$ cat src/rtl/axi_ar_rr_arbiter.sv
// -----------------------------------------------------------------------------
// axi_ar_rr_arbiter
//
// Round-robin arbiter that shares one AXI read-address (AR) master channel
// between NumInp requesters. Once the selected request is presented on
// mst_valid_o and not immediately accepted, the grant is locked until the
// master handshake completes (AXI valid stability). Each requester has an
// outstanding-read counter; a requester with MaxTrans reads in flight is not
// eligible for a new grant until a completion (done_valid_i) frees a slot.
//
// Parameters
//   NumInp    number of requesters (>= 2)
//   MaxTrans  maximum outstanding reads per requester (>= 1)
//   ar_chan_t AR payload type
//   IdxWidth  requester index width (derived)
//   CntWidth  outstanding counter width (derived)
//
// Ports
//   clk_i         clock, all state on the rising edge
//   rst_ni        synchronous reset, active low
//   slv_ar_i      per-requester AR payload
//   slv_valid_i   per-requester AR valid
//   slv_ready_o   per-requester AR ready (one-hot or zero)
//   mst_ar_o      payload of the granted requester
//   mst_valid_o   master AR valid
//   mst_ready_i   master AR ready
//   mst_idx_o     granted requester index (0 when mst_valid_o=0)
//   done_valid_i  one read of requester done_idx_i has completed
//   done_idx_i    owner of the completed read (values >= NumInp are ignored)
//   busy_o        requester has at least one read outstanding
//   stall_cnt_o   (only with AXI_AR_ARB_STALL_CNT_EN) per-requester count of
//                 cycles spent valid but not ready, saturating at 16'hFFFF
//
// Optional feature macro: AXI_AR_ARB_STALL_CNT_EN
// -----------------------------------------------------------------------------
module axi_ar_rr_arbiter #(
   parameter int unsigned   NumInp   = 4,
   parameter int unsigned   MaxTrans = 8,
   parameter type           ar_chan_t = logic,
   localparam int unsigned  IdxWidth = $clog2(NumInp),
   localparam int unsigned  CntWidth = $clog2(MaxTrans + 1)
) (
   input  logic                          clk_i,
   input  logic                          rst_ni,
   input  ar_chan_t [NumInp-1:0]         slv_ar_i,
   input  logic     [NumInp-1:0]         slv_valid_i,
   output logic     [NumInp-1:0]         slv_ready_o,
   output ar_chan_t                      mst_ar_o,
   output logic                          mst_valid_o,
   input  logic                          mst_ready_i,
   output logic     [IdxWidth-1:0]       mst_idx_o,
   input  logic                          done_valid_i,
   input  logic     [IdxWidth-1:0]       done_idx_i,
`ifdef AXI_AR_ARB_STALL_CNT_EN
   output logic     [NumInp-1:0][15:0]   stall_cnt_o,
`endif
   output logic     [NumInp-1:0]         busy_o
);

   typedef enum logic {
      IDLE   = 1'b0,
      LOCKED = 1'b1
   } state_e;

   localparam logic [CntWidth-1:0] CntMax = CntWidth'(MaxTrans);

   state_e                           state_q, state_d;
   logic   [IdxWidth-1:0]            sel_q, sel_d;
   logic   [IdxWidth-1:0]            rr_ptr_q;
   logic   [NumInp-1:0][CntWidth-1:0] cnt_q;

   logic   [NumInp-1:0]              eligible;
   logic                             pick_found;
   logic   [IdxWidth-1:0]            pick_idx;
   logic   [IdxWidth-1:0]            cand_idx;
   logic                             hs;
   logic   [NumInp-1:0]              inc;
   logic   [NumInp-1:0]              dec;

   // (base + off) mod NumInp for base < NumInp and off <= NumInp.
   function automatic logic [IdxWidth-1:0] wrap_idx(input int unsigned base,
                                                     input int unsigned off);
      int unsigned s;
      s = base + off;
      if (s >= NumInp) begin
         s = s - NumInp;
      end
      return IdxWidth'(s);
   endfunction

   // Eligibility uses only registered counters, so done_valid_i never
   // reaches mst_valid_o combinationally.
   always_comb begin
      eligible = '0;
      for (int unsigned i = 0; i < NumInp; i++) begin
         eligible[i] = slv_valid_i[i] && (cnt_q[i] < CntMax);
      end
   end

   // First eligible requester at or after rr_ptr_q, wrapping.
   always_comb begin
      pick_found = 1'b0;
      pick_idx   = '0;
      cand_idx   = '0;
      for (int unsigned off = 0; off < NumInp; off++) begin
         cand_idx = wrap_idx(32'(rr_ptr_q), off);
         if (!pick_found && eligible[cand_idx]) begin
            pick_found = 1'b1;
            pick_idx   = cand_idx;
         end
      end
   end

   // Next-state and output logic.
   always_comb begin
      state_d     = state_q;
      sel_d       = sel_q;
      mst_valid_o = 1'b0;
      mst_idx_o   = '0;
      hs          = 1'b0;
      slv_ready_o = '0;

      unique case (state_q)
         IDLE: begin
            if (pick_found) begin
               mst_valid_o = 1'b1;
               mst_idx_o   = pick_idx;
               if (mst_ready_i) begin
                  hs = 1'b1;
               end else begin
                  state_d = LOCKED;
                  sel_d   = pick_idx;
               end
            end
         end
         LOCKED: begin
            // Grant is held regardless of other valids or the counter.
            mst_valid_o = 1'b1;
            mst_idx_o   = sel_q;
            if (mst_ready_i) begin
               hs      = 1'b1;
               state_d = IDLE;
            end
         end
         default: begin
            state_d = IDLE;
         end
      endcase

      if (hs) begin
         slv_ready_o[mst_idx_o] = 1'b1;
      end
   end

   assign mst_ar_o = slv_ar_i[mst_idx_o];

   always_ff @(posedge clk_i) begin
      if (!rst_ni) begin
         state_q  <= IDLE;
         sel_q    <= '0;
         rr_ptr_q <= '0;
      end else begin
         state_q <= state_d;
         sel_q   <= sel_d;
         if (hs) begin
            rr_ptr_q <= wrap_idx(32'(mst_idx_o), 1);
         end
      end
   end

   // Outstanding-read counters: handshake increments, completion decrements.
   always_comb begin
      inc = '0;
      dec = '0;
      for (int unsigned i = 0; i < NumInp; i++) begin
         inc[i] = slv_ready_o[i];
         dec[i] = done_valid_i && (done_idx_i == IdxWidth'(i));
      end
   end

   always_ff @(posedge clk_i) begin
      if (!rst_ni) begin
         cnt_q <= '0;
      end else begin
         for (int unsigned i = 0; i < NumInp; i++) begin
            if (inc[i] && !dec[i]) begin
               if (cnt_q[i] != CntMax) begin
                  cnt_q[i] <= cnt_q[i] + 1'b1;
               end
            end else if (dec[i] && !inc[i]) begin
               if (cnt_q[i] != '0) begin
                  cnt_q[i] <= cnt_q[i] - 1'b1;
               end
            end
         end
      end
   end

   always_comb begin
      busy_o = '0;
      for (int unsigned i = 0; i < NumInp; i++) begin
         busy_o[i] = (cnt_q[i] != '0);
      end
   end

`ifdef AXI_AR_ARB_STALL_CNT_EN
   logic [NumInp-1:0][15:0] stall_q;

   always_ff @(posedge clk_i) begin
      if (!rst_ni) begin
         stall_q <= '0;
      end else begin
         for (int unsigned i = 0; i < NumInp; i++) begin
            if (slv_valid_i[i] && !slv_ready_o[i] && (stall_q[i] != '1)) begin
               stall_q[i] <= stall_q[i] + 16'd1;
            end
         end
      end
   end

   assign stall_cnt_o = stall_q;
`endif

`ifndef SYNTHESIS
   always_ff @(posedge clk_i) begin
      if (rst_ni) begin
         if (state_q == LOCKED) begin
            a_valid_held: assert (slv_valid_i[sel_q]);
         end
         for (int unsigned i = 0; i < NumInp; i++) begin
            if (dec[i] && !inc[i]) begin
               a_no_underflow: assert (cnt_q[i] != '0);
            end
         end
      end
   end
`endif

endmodule

$ cat config.mk
export PLATFORM = sky130hd
export DESIGN_NAME = axi_ar_rr_arbiter
export DESIGN_NICKNAME = d
export VERILOG_FILES = /design/src/rtl/axi_ar_rr_arbiter.sv
export SDC_FILE = /design/constraint.sdc
export NUM_CORES = 1
export LEC_CHECK = 0
export ABC_AREA = 1
export BUFFER_PORTS_ARGS = -buffer_cell sky130_fd_sc_hd__buf_4
export CAP_MARGIN = 20
export CORE_UTILIZATION = 45
export DETAILED_ROUTE_END_ITERATION = 12
export GPL_TIMING_DRIVEN = 0
export PLACE_DENSITY = 0.64
export RECOVER_POWER = 25
export SYNTH_ARGS = -nofsm -noshare
export SYNTH_HDL_FRONTEND = slang
export SYNTH_SLANG_ARGS = --single-unit
$ cat constraint.sdc
create_clock -name clk_i -period 4.15 [get_ports clk_i]
set_input_delay 0.415 -clock clk_i [delete_from_list [all_inputs] [get_ports clk_i]]
set_output_delay 0.415 -clock clk_i [all_outputs]
set_load 0.02 [all_outputs]
Yosys cells after proc, flatten, opt, wreduce, memory -nomap -nowiden
Index checks and enable logic that the tools add are counted.
{"block": "word_totals", "register_bits": 21}
{"block": "op_classes", "addsub": 17, "n_lt_le_gt_ge": 15, "eq_ne": 11, "n_mux": 52, "bitwise": 2, "n_reduce_logical": 49}
{"operator": "two-way mux 4 bit", "n": 17}
{"operator": "logical AND 1 bit", "n": 20}
{"operator": "two-way mux 2 bit", "n": 10}
{"operator": "adder 4 x 1 -> 4 bit (second input constant)", "n": 4}
{"operator": "less-than comparator 4 bit (second input constant)", "n": 4}
{"operator": "inequality test 4 bit (second input constant)", "n": 4}
{"operator": "nonzero test 2 bit", "n": 8}
{"operator": "nonzero test 4 bit", "n": 4}
{"operator": "subtractor 4 x 1 -> 4 bit (second input constant)", "n": 4}
{"operator": "less-than comparator 2 x 3 -> 1 bit (second input constant)", "n": 5}
{"operator": "two-way mux 1 bit", "n": 15}
{"operator": "AND reduction 3 bit", "n": 5}
{"operator": ">= comparator 3 bit (second input constant)", "n": 4}
{"operator": "zero test 1 bit", "n": 11}
{"operator": "binary-select mux 1 bit (select 2 bit)", "n": 5}
{"operator": "subtractor 2 x 1 -> 2 bit (second input constant)", "n": 5}
{"operator": "inequality test 2 x 1 -> 1 bit (second input constant)", "n": 4}
{"operator": "adder 2 x 1 -> 3 bit (second input constant)", "n": 2}
{"operator": "adder 2 x 2 -> 3 bit (second input constant)", "n": 2}
{"operator": "case mux 1 bit (2 select lines)", "n": 3}
{"operator": "== test 2 bit (second input constant)", "n": 2}
{"operator": "case mux 2 bit (2 select lines)", "n": 1}
{"operator": ">= comparator 2 x 3 -> 1 bit (second input constant)", "n": 1}
{"operator": "demux 1 bit (select 2 bit)", "n": 1}
{"operator": "other kinds (4)", "n": 5}

Logic depth before layout (Yosys ltp)
Gate-level depths: netlist of run 1.
{"block": "logic_depth", "depth_word": 25, "depth_mapped": 24, "depth_no_buf": 24}

Worst setup path before layout of run 1
No wires, ideal clock.
{"block": "synth_timing", "path_kind": "register to register", "start": "register rr_ptr_q[0]", "end": "register cnt_q[11] in the netlist's numbering", "setup_ns": 0.115, "arrival_time_ns": 3.113, "required_time_ns": 4.035, "slack_ns": 0.922, "path_stages_with_launch": 22, "path_cell_list": "dfxtp_1 inv_2 nand3_2 nand2_2 inv_1 nor2_1 nor2_1 nand2_1 o21ai_0 nand2_1 a31oi_1 ha_1 nand4_2 ha_1 nand2_1 nand2_1 a31oi_1 inv_1 nand3_1 nand2_1 a21oi_1 nor2_1"}
{"block": "synth_between", "elab_chain_cells": 25, "elab_cells_between_ends": 55, "classes_between": "7 x add/sub; 6 x order compare; 1 x eq/ne; 28 x mux; 13 x reduce/logical"}
{"element": "start: declaration", "line_no": "69", "source": "logic [IdxWidth-1:0] rr_ptr_q;"}
{"element": "start signal: assignment", "line_no": "166", "source": "rr_ptr_q <= wrap_idx(32'(mst_idx_o), 1);"}
{"element": "parallel branches: the longest is 14 deep, another holds adder 2 x 1 -> 3 bit"}
{"element": "two-way mux 2 bit *", "line_no": "125", "source": "if (pick_found) begin"}
{"element": "case mux 2 bit (2 select lines) *", "line_no": "123", "source": "unique case (state_q)"}
{"element": "via mst_idx_o[1]", "line_no": "51", "source": "output logic [IdxWidth-1:0] mst_idx_o,"}
{"element": "less-than comparator 2 x 3 -> 1 bit (not written as such) / >= comparator 2 x 1 -> 1 bit (equally long branches)", "line_no": "151", "source": "slv_ready_o[mst_idx_o] = 1'b1;"}
{"element": "logical AND 1 bit (not written as such)", "line_no": "151"}
{"element": "two-way mux 1 bit (not written as such)", "line_no": "151"}
{"element": "demux 1 bit (select 2 bit) *", "line_no": "151"}
{"element": "two-way mux 4 bit *", "line_no": "150", "source": "if (hs) begin"}
{"element": "zero test 1 bit", "line_no": "190", "source": "end else if (dec[i] && !inc[i]) begin"}
{"element": "logical AND 1 bit", "line_no": "190"}
{"element": "nonzero test 2 bit (no line)"}
{"element": "AND reduction 3 bit (no line)"}
{"element": "end signal: indexed assignment", "line_no": "188", "source": "cnt_q[i] <= cnt_q[i] + 1'b1;"}
{"element": "end signal: indexed assignment", "line_no": "192", "source": "cnt_q[i] <= cnt_q[i] - 1'b1;"}
{"element": "end: declaration", "line_no": "70", "source": "logic [NumInp-1:0][CntWidth-1:0] cnt_q;"}
Mark *: on every way through the listed nets, which the timed path passes. The select of a mux whose other input is x is not followed.
A chain may end at the register's enable or synchronous reset.

Worst setup path after layout of run 1
{"block": "layout_timing", "start": "register rr_ptr_q[0]", "end": "register cnt_q[11] in the netlist's numbering"}
{"block": "layout_between", "elab_chain_cells": 25, "elab_cells_between_ends": 55, "classes_between": "7 x add/sub; 6 x order compare; 1 x eq/ne; 28 x mux; 13 x reduce/logical"}
{"element": "parallel branches: the longest is 20 deep, another holds adder 2 x 1 -> 3 bit"}
{"element": "two-way mux 4 bit *", "line_no": "150"}
{"element": "zero test 1 bit", "line_no": "190"}
{"element": "logical AND 1 bit", "line_no": "190"}
{"element": "nonzero test 2 bit (no line)"}
{"element": "AND reduction 3 bit (no line)"}
Every way passes the cells marked *. The select of a mux whose other input is x is not followed.

==> results.md, run 1 <==
* Status: completed
* Syn nets at about 310
* Final Max Tran Viols at 0
* Worst Max-Slew Pin Slew at 530 ps
* Post-CTS setup buffers at 0
* DR WL met3 at 118 um
* DIE AREA at approximately 4400 um2
* Via count at 1773
* Hold Buf Count CTS at 0
* Top Layer Used: met4
* Final setup vio count at 0
* Core Footprint at about 3800 um2
* Routed vias/inst at ~5
* Gate Count Post-Synth at 283
* Hold Path Class: in -> reg
* Number of port buffers at 24
* Nets at approximately 340
* Max Cap Viol at 0
* Relative slew slack at 0.646
* GRT overflow at 0
* Root Driver: clkbuf_8
* Worst stage delay on the critical path at roughly 440 ps
* Number of routed nets with antenna violations at 0
* GP Congestion at 0.856
* Distinct cell type count of the synthesized netlist at 26
* Reg area at 420 um2
* RSZ-0062 raised after global routing: no
* Final Power at 1.83 mW
* Crit-path slowest cell: dfxtp_1
* Synthesis Warnings at 0
* Worst-path clk slew at 80 ps
* Area of the multi-input gates at between 1000 and 1500 um2
* Resize count post-CTS at 0
* VDD IR max at 0.414 mV
* Worst skew pair latency at 260 ps
* H-tree depth at 1
* Largest net degree at the start of global routing at 12
* Cell Area, Synth at between 1500 and 2000 um2
* Detail Placement HPWL at 3160 um
* Chip width at 66.2 um
* Drt initial violations at 104
* Layout cells sized above 1 at 0.148
* CP cell instances: inv_1, nand3_1, nand2_2, inv_1, nor2_1, nor2_1, nand2_1, o21ai_0, nand2_1, a31oi_1, ha_1, nand4_2, ha_1, nand2_1, nand2_1, a31oi_1, inv_1, nand3_1, nand2_1, a21oi_1, nor2_1
* CTS tree: done
* First-pass GRT wire length at approximately 7000 um
* Max frequency at around 280 MHz
* CTS max path bufs at 2
* Vias in the first global route at 1599
* Final TNS setup at 0 ps
* Required time of the critical path at 4310 ps
* GRT Total Usage at 0.206
* Nature of the critical path endpoint: flip-flop
* Num Clock Sinks at 21
* WS Path Type: reg -> reg
* Fin util at 0.552
* Avg Cell Area, Syn at 6.55 um2
* DIE HEIGHT at 66.2 um
* Post-Route WL at 3990 um
* Fin Hold WS at 452 ps
* Crit path max fanout at 9
* Area overhead of the layout relative to synthesis at 13.1%
* Synth Register Bits at 21
* DR WL/cell at around 11 um
* Initial antenna violation count at 0
* Num rows at 22
* # DRC at 0
* DR WL met2 at approximately 1700 um
* Tcrit/Tclk final at 0.856
* Io pins at 26
* Critical path arrival at 3720 ps
* Leak at between 1 and 1.5 nW
* Initial Util at 0.488
* Most frequent CP cell: nand2_1
* Metal-1 WL at 2100 um
* CTS Buf Count at 3
* Pwr Density at 872 nW/um2
* Final-layout fill cell count at 392
* Final Skew at 1.21 ps
* Startpoint Class: flip-flop
* Post-synthesis sequential area ratio at 0.227
* Final hold violations at 0
* Period minus WS final at roughly 3600 ps
* Drt first pass iters at 4
* # diodes at 0
[power breakdown]
part,total [mW],leakage [nW],internal (mW),switching (mW)
sequential,0.396,0.172,0.290,0.106
clock,0.139,0.0228,0.0685,0.0700
combinational,1.29,0.884,0.470,0.823
[layout by cell type, fill, tap and decap left out]
master / n
a21oi_1: 16
a31oi_1: 5
buf_2: 1
buf_4: 20
clkbuf_1: 6
clkbuf_8: 3
dfxtp_1: 21
fa_1: 4
ha_1: 12
inv_1: 50
inv_2: 4
nand2_1: 55
nand2_2: 6
nand3_1: 27
nand3_2: 2
nand4_1: 2
nand4_2: 4
nor2_1: 36
nor3_1: 9
nor4_1: 2
o21ai_0: 6
o21ai_1: 10
o21ai_4: 4
o21bai_2: 1
or2_2: 1
xor2_1: 4
[flip-flops by register name (all words and copies together) (netlist names)]
register	flops
sel_q	2
cnt_q	16
rr_ptr_q	2
state_q	1
[Yosys cell counts]
| master | n | area (um2) |
|---|---|---|
| nand2_2 | 6 | 37.5 |
| nor4_1 | 2 | 12.5 |
| xor2_1 | 4 | 35.0 |
| fa_1 | 4 | 80.1 |
| nand3_2 | 3 | 30.0 |
| inv_1 | 49 | 184 |
| nand4_2 | 4 | 50.1 |
| nand2_1 | 55 | 206 |
| o21ai_4 | 4 | 65.1 |
| nor3_1 | 9 | 45.0 |
| a21oi_1 | 16 | 80.1 |
| inv_2 | 5 | 18.8 |
| o21bai_2 | 1 | 11.3 |
| o21ai_1 | 10 | 50.1 |
| nor2_1 | 35 | 131 |
| or2_2 | 1 | 6.26 |
| o21ai_0 | 6 | 30.0 |
| dfxtp_1 | 21 | 420 |
| nand4_4 | 1 | 21.3 |
| clkbuf_1 | 1 | 3.75 |
| nand3_1 | 26 | 130 |
| buf_2 | 1 | 5.00 |
| a31oi_1 | 5 | 31.3 |
| nand4_1 | 1 | 6.26 |
| nor2_4 | 1 | 11.3 |
| ha_1 | 12 | 150 |
[metal layers]
layer	global-route usage	up-vias
met2	0.328	29
met5	0	-
met1	0.295	765
met3	0.0207	5
met4	0.0559	0
li1	-	974
[worst max-delay path, delay by kind of cell (launching register included)]
family / cells / cell delay [ps]
simple gates: 12 / 1130
fa+ha+maj: 2 / 690
compound gates: 4 / 850
buf+inv: 3 / 360
flops: 1 / 440
[layout make-up]
| type | instances | area share |
|---|---|---|
| multi-input cells | 206 | 0.570 |
| flip-flops and latches | 21 | 0.201 |
| inverters | 54 | 0.0967 |
| repair buffers | 24 | 0.0788 |
| well taps | 48 | 0.0287 |
| clock buffers | 4 | 0.0215 |
| plain buffers | 2 | 0.00418 |
[cells by family (layout without fill, tap and decap cells)]
family | Yosys count | after routing | share of synthesized area
AND/OR/NAND/NOR | 144 | 144 | 0.371
adder cells (fa/ha/maj) | 16 | 16 | 0.124
buffers and inverters | 56 | 84 | 0.114
flip-flops | 21 | 21 | 0.227
XOR/XNOR | 4 | 4 | 0.0189
AO/OA/AOI/OAI | 42 | 42 | 0.144
[stage by stage]
stage	instances	setup slack (ps)	cell area, um2
floorplan	283	922	1850
global placement	355	748	2090
detailed placement	355	721	2090
CTS	359	707	2140
global route	359	242	2100
finish	359	596	2100
[path summary, 6_finish.rpt]
kind / from / end / slack (ps) / cells past startpoint
max reg2reg: rr_ptr_q[0] / cnt_q[11] / 600 / 21
min: rst_ni / cnt_q[4] / 450 / 3
max: rr_ptr_q[0] / cnt_q[11] / 600 / 21
min reg2reg: cnt_q[13] / cnt_q[13] / 530 / 2
(Power assumes the default switching activity.)
==> run 2: changes to the inputs <==
--- a/config.mk
+++ b/config.mk
@@ -8,6 +8,7 @@
 export ABC_AREA = 1
 export BUFFER_PORTS_ARGS = -buffer_cell sky130_fd_sc_hd__buf_4
 export CAP_MARGIN = 20
+export CORE_MARGIN = 2
 export CORE_UTILIZATION = 45
 export DETAILED_ROUTE_END_ITERATION = 12
 export GPL_TIMING_DRIVEN = 0
==> run 2 against run 1 <==
Compared with the run above: wire length rose by 3.6%; global-route usage fell by 0.35 points; critical endpoint unchanged; flip-flop and latch count did not move; combinational power barely moved; setup slack got worse by 2.2 ps; final cell count rose by 0.56%; clock skew rose by 6.5 ps; register-to-register slack barely moved; die area rose by 6.1%; hold slack improved by 3.2 ps; clock power barely moved; cell area rose by 0.66%.
==> results.md, run 2 (synthesized netlist as in run 1, its figures left out) <==
* Status: completed
* Period minus WS final at 3560 ps
* Startpoint Class: flip-flop
* Io pins at 26
* Largest register FFs at 16
* Fin area at 2110 um2
* Largest registers: cnt_q: 16 flops, rr_ptr_q: 2 flops, sel_q: 2 flops
* DIE AREA at 4650 um2
* Largest net degree at the start of global routing at 13
* Hold Buf Count CTS at 0
* Initial antenna violation count at 0
* Worst Max-Slew Pin Slew at 539 ps
* GRT Total Usage at 0.203
* Crit path max fanout at 9
* GRT overflow at 0
* Post-CTS setup buffers at 0
* Crit. Startpoint: rr_ptr_q[0]
* Initial Util at 0.467
* Resize count post-CTS at 0
* Met2 Usage GRT at 0.346
* Final Max Tran Viols at 0
* VDD IR max at 0.406 mV
* Leak at about 1.1 nW
* Nature of the critical path endpoint: flip-flop
* Cell Area, Placed at about 2100 um2
* Tcrit/Tclk final at 0.857
* Worst-path clk slew at 90 ps
* H-tree depth at 1
* CTS tree: done
* Number of port buffers at 24
* GR Layer Usage met1 at 0.269
* Dpl ws at 679 ps
* CTS Buf Count at 3
* Number of routed nets with antenna violations at 0
* Most frequent cells in the layout: nand2_1, inv_1, nor2_1, nand3_1, dfxtp_1
* Core Footprint at between 3000 and 4000 um2
* Final-layout fill cell count at around 430
* Reg-to-Reg Start: rr_ptr_q[0]
* Commonest non-fill, non-tap cell in the layout: nand2_1
* Final Power at 1.83 mW
* Max frequency at 281 MHz
* Most used routing layer in global routing: met2
* Detail Placement HPWL at 3310 um
* Register bank with the most flops: cnt_q
* Layout cells sized above 1 at 0.154
* Post-Place Cells at 357
* Nets at 342
* Post-Route WL at 4130 um
* Via count at 1795
* Drt first pass iters at 4
* Grt met3 use at 0.0247
* # diodes at 0
* Hold Path Class: in -> reg
* # DRC at 0
* Num rows at 23
* Critical path arrival at around 3700 ps
* DIE HEIGHT at around 70 um
* Finished Layout Cells at 361
* RSZ-0062 raised after global routing: no
* Root Driver: clkbuf_8
* Vias in the first global route at 1634
* Chip width at 68.2 um
* GP Congestion at 0.860
* Final setup vio count at 0
* Max Cap Viol at 0
* Relative slew slack at 0.639
* Required time of the critical path at between 4000 and 5000 ps
* Pwr Density at 869 nW/um2
* First-pass GRT wire length at 7230 um
* WS Path Type: reg -> reg
* Routed vias/inst at 4.97
* Final Skew at about 7.7 ps
* CTS max path bufs at 2
* DR WL/cell at roughly 11 um
* Final hold violations at 0
* Post-route worst setup slack at just under 600 ps
* Drt initial violations at approximately 80
* Final TNS setup at 0 ps
* HP Start: rst_ni
* Area overhead of the layout relative to synthesis at 13.8%
* Worst skew pair latency at approximately 260 ps
* Num Clock Sinks at 21
[run 2: metal layers]
| metal | vias up | part of all wire |
|---|---|---|
| li1 | 972 | - |
| met1 | 792 | 0.48 |
| met2 | 27 | 0.47 |
| met3 | 4 | 0.032 |
| met4 | 0 | 0.013 |
| met5 | - | 0 |
[run 2: layout make-up]
cell class	instances	area [um2]	share of cell area
clock buffer	3	41.3	0.0196
tap	50	62.6	0.0297
inverter	54	203	0.0961
clock inverter	1	5.00	0.00237
buffer	2	8.76	0.00415
timing repair buffer	24	165	0.0783
sequential	21	420	0.199
multi-input combinational	206	1200	0.571
[run 2: metrics by stage]
step | util | hold slack (ps)
after floorplan | - | 474
after global placement | 0.528 | 491
after detailed placement | 0.528 | 503
after CTS | 0.539 | 454
after global routing | 0.531 | 464
final | 0.531 | 455
[run 2: final timing paths]
check | to | slack (ps) | depth (start not counted)
setup reg to reg | cnt_q[11] | 590 | 21
hold reg to reg | cnt_q[15] | 520 | 2
setup / recovery | cnt_q[11] | 590 | 21
hold / removal | cnt_q[0] | 450 | 3
[run 2: report_power, final]
part | leakage, nW | switching, mW | total [mW] | internal [mW]
logic | 0.888 | 0.829 | 1.30 | 0.472
registers | 0.172 | 0.105 | 0.395 | 0.290
clock network | 0.0255 | 0.0707 | 0.138 | 0.0669
[run 2: critical path: stages, from the launching register on]
cell	delay, ps
dfxtp_1	430
inv_1	220
nand3_2	130
nand2_2	80
inv_1	80
nor2_1	60
nor2_1	130
nand2_1	80
o21ai_0	160
nand2_1	100
a31oi_1	370
ha_1	270
nand4_2	220
ha_1	420
nand2_1	90
nand2_1	60
a31oi_1	180
inv_1	60
nand3_1	80
nand2_1	60
a21oi_1	120
nor2_1	60
==> run 3: changes to the inputs <==
==> constraint.sdc (replaced) <==
create_clock -name clk_i -period 4.5 [get_ports clk_i]
set_input_delay 0.45 -clock clk_i [delete_from_list [all_inputs] [get_ports clk_i]]
set_output_delay 0.45 -clock clk_i [all_outputs]
set_load 0.02 [all_outputs]
==> run 3 against run 2 <==
Compared with the run above: clock power fell by 7%; wire length fell by 0.29%; setup slack improved by 340 ps; non-clock buffer count did not move; sequential share of layout area rose by 0.095 points; cell area decreased by 0.47%; via count increased by 0.39%; final cell count stayed put; critical path type unchanged; largest cell class unchanged.
==> results.md, run 3 (synthesized netlist as in run 1, its figures left out) <==
* Largest register FFs at 16
* Crit path max fanout at 9
* VDD IR max at approximately 0.38 mV
* Max frequency at ~280 MHz
* Register bank with the most flops: cnt_q
* Io pins at 26
* Detail Placement HPWL at 3310 um
* Root Driver: clkbuf_8
* Final TNS setup at 0 ps
* Post-route worst setup slack at 937 ps
* Commonest non-fill, non-tap cell in the layout: nand2_1
* Family with the most delay on the worst path: simple AND/OR/NAND/NOR gates
* CTS tree: done
* Final-layout fill cell count at 431
* WS Path Type: reg -> reg
* Vias in the first global route at between 1500 and 2000
* Layout cells sized above 1 at 0.151
* Final Skew at about 8.2 ps
* Fin Hold WS at 484 ps
* Number of routed nets with antenna violations at 0
* Initial antenna violation count at 0
* Hold Buf Count CTS at 0
* Startpoint Class: flip-flop
* DIE HEIGHT at 68.2 um
* Drt initial violations at 138
* Initial Util at 0.467
* H-tree depth at 1
* Chip width at between 60 and 70 um
* Num Clock Sinks at 21
* Pwr Density at between 800 and 900 nW/um2
* Most frequent CP cell: nand2_1
* Post-Route WL at 4120 um
* Reg-to-Reg Start: rr_ptr_q[0]
* Num rows at 23
* CTS max path bufs at 2
* Nets at 342
* Reg2Reg Depth at 21
* DIE AREA at ~4600 um2
* Leak at 1.08 nW
* Tcrit/Tclk final at 0.792
* Required time of the critical path at 4660 ps
* WP depth at 21
* Nature of the critical path endpoint: flip-flop
* Largest net degree at the start of global routing at 13
* Drt first pass iters at 4
* GRT overflow at 0
* Crit. Startpoint: rr_ptr_q[0]
* # diodes at 0
* Resize count post-CTS at 0
* Post-CTS setup buffers at 0
* Number of port buffers at 24
* FF-to-FF setup slack at 940 ps
* Relative slew slack at 0.632
* Final setup vio count at 0
* GRT Total Usage at 0.203
* Via count at 1802
* Dpl ws at slightly above 1000 ps
* Worst-path clk slew at 90 ps
* Most frequent cells in the layout: nand2_1, inv_1, nor2_1, nand3_1, dfxtp_1
* Core Footprint at 3970 um2
* Hold Path Class: in -> reg
* RR Endpoint: cnt_q[11]
* # DRC at 0
* Final Power at about 1.7 mW
* Period minus WS final at 3560 ps
* RSZ-0062 raised after global routing: no
* Area overhead of the layout relative to synthesis at 13.3%
* Worst Max-Slew Pin Slew at 550 ps
* First-pass GRT wire length at 7230 um
* GP Congestion at 0.860
* CTS Buf Count at 3
* Status: completed
* Critical path arrival at 3720 ps
* Crit path buffers/inverters at 3
* Cell Area, Placed at 2100 um2
* Worst stage delay on the critical path at roughly 430 ps
* Final hold violations at 0
* Worst setup path end: cnt_q[11]
* Worst skew pair latency at 260 ps
* Routed vias/inst at 4.99
* Max Cap Viol at 0
* CP cell instances: inv_1, nand3_1, nand2_2, inv_1, nor2_1, nor2_1, nand2_1, o21ai_0, nand2_1, a31oi_1, ha_1, nand4_2, ha_1, nand2_1, nand2_1, a31oi_1, inv_1, nand3_1, nand2_1, a21oi_1, nor2_1
* Final Max Tran Viols at 0
* DR WL/cell at around 11 um
* Crit-path slowest cell: dfxtp_1
* Fin area at 2100 um2
* Largest registers: cnt_q: 16 flops, rr_ptr_q: 2 flops, sel_q: 2 flops
-- run 3: cell counts in the layout (fill, tap and decap cells not counted) --
Identical to the previous run, type by type.
-- run 3: through the flow --
stage | utilization | std cells
after floorplan | - | 283
after global placement | 0.528 | 357
after detailed placement | 0.528 | 357
after CTS | 0.539 | 361
after global routing | 0.529 | 361
final | 0.529 | 361
-- run 3: worst reg2reg max path, stage by stage, from the launching register on --
cell and delay, ps:
dfxtp_1 430, inv_1 220, nand3_1 160, nand2_2 70, inv_1 70, nor2_1 60, nor2_1 130, nand2_1 80
o21ai_0 160, nand2_1 100, a31oi_1 370, ha_1 270, nand4_2 220, ha_1 420, nand2_1 90, nand2_1 60
a31oi_1 180, inv_1 60, nand3_1 80, nand2_1 60, a21oi_1 120, nor2_1 60
-- run 3: final cells by class --
cell class / count / area [um2] / area share
timing repair buffer: 24 / 165 / 0.0787
clock buffer: 3 / 41.3 / 0.0197
inverter: 54 / 203 / 0.0965
clock inverter: 1 / 5.00 / 0.00238
tap: 50 / 62.6 / 0.0298
multi-input combinational: 206 / 1190 / 0.569
buffer: 2 / 8.76 / 0.00417
sequential: 21 / 420 / 0.200
-- run 3: how the worst min path moves through the flow --
stage	start	endpoint	slack, ps	cells after the start
after floorplan	cnt_q[15]	cnt_q[15]	470	2
after global placement	cnt_q[15]	cnt_q[15]	490	2
after detailed placement	cnt_q[7]	cnt_q[7]	500	2
after CTS	rst_ni	cnt_q[12]	490	3
after global routing	rst_ni	cnt_q[0]	500	3
final	rst_ni	cnt_q[0]	480	3
-- run 3: power by group --
part           internal (mW)  switching (mW)  leakage, nW
registers              0.267          0.0967        0.172
logic                  0.433           0.760        0.884
clock network         0.0617          0.0661       0.0255
-- run 3: per-layer routing --
metal	share of wire	global-route usage	up-vias
li1	-	-	971
met1	0.51	0.269	811
met2	0.46	0.346	16
met3	0.024	0.0247	4
met4	0.013	0.0550	0
met5	0	0	-
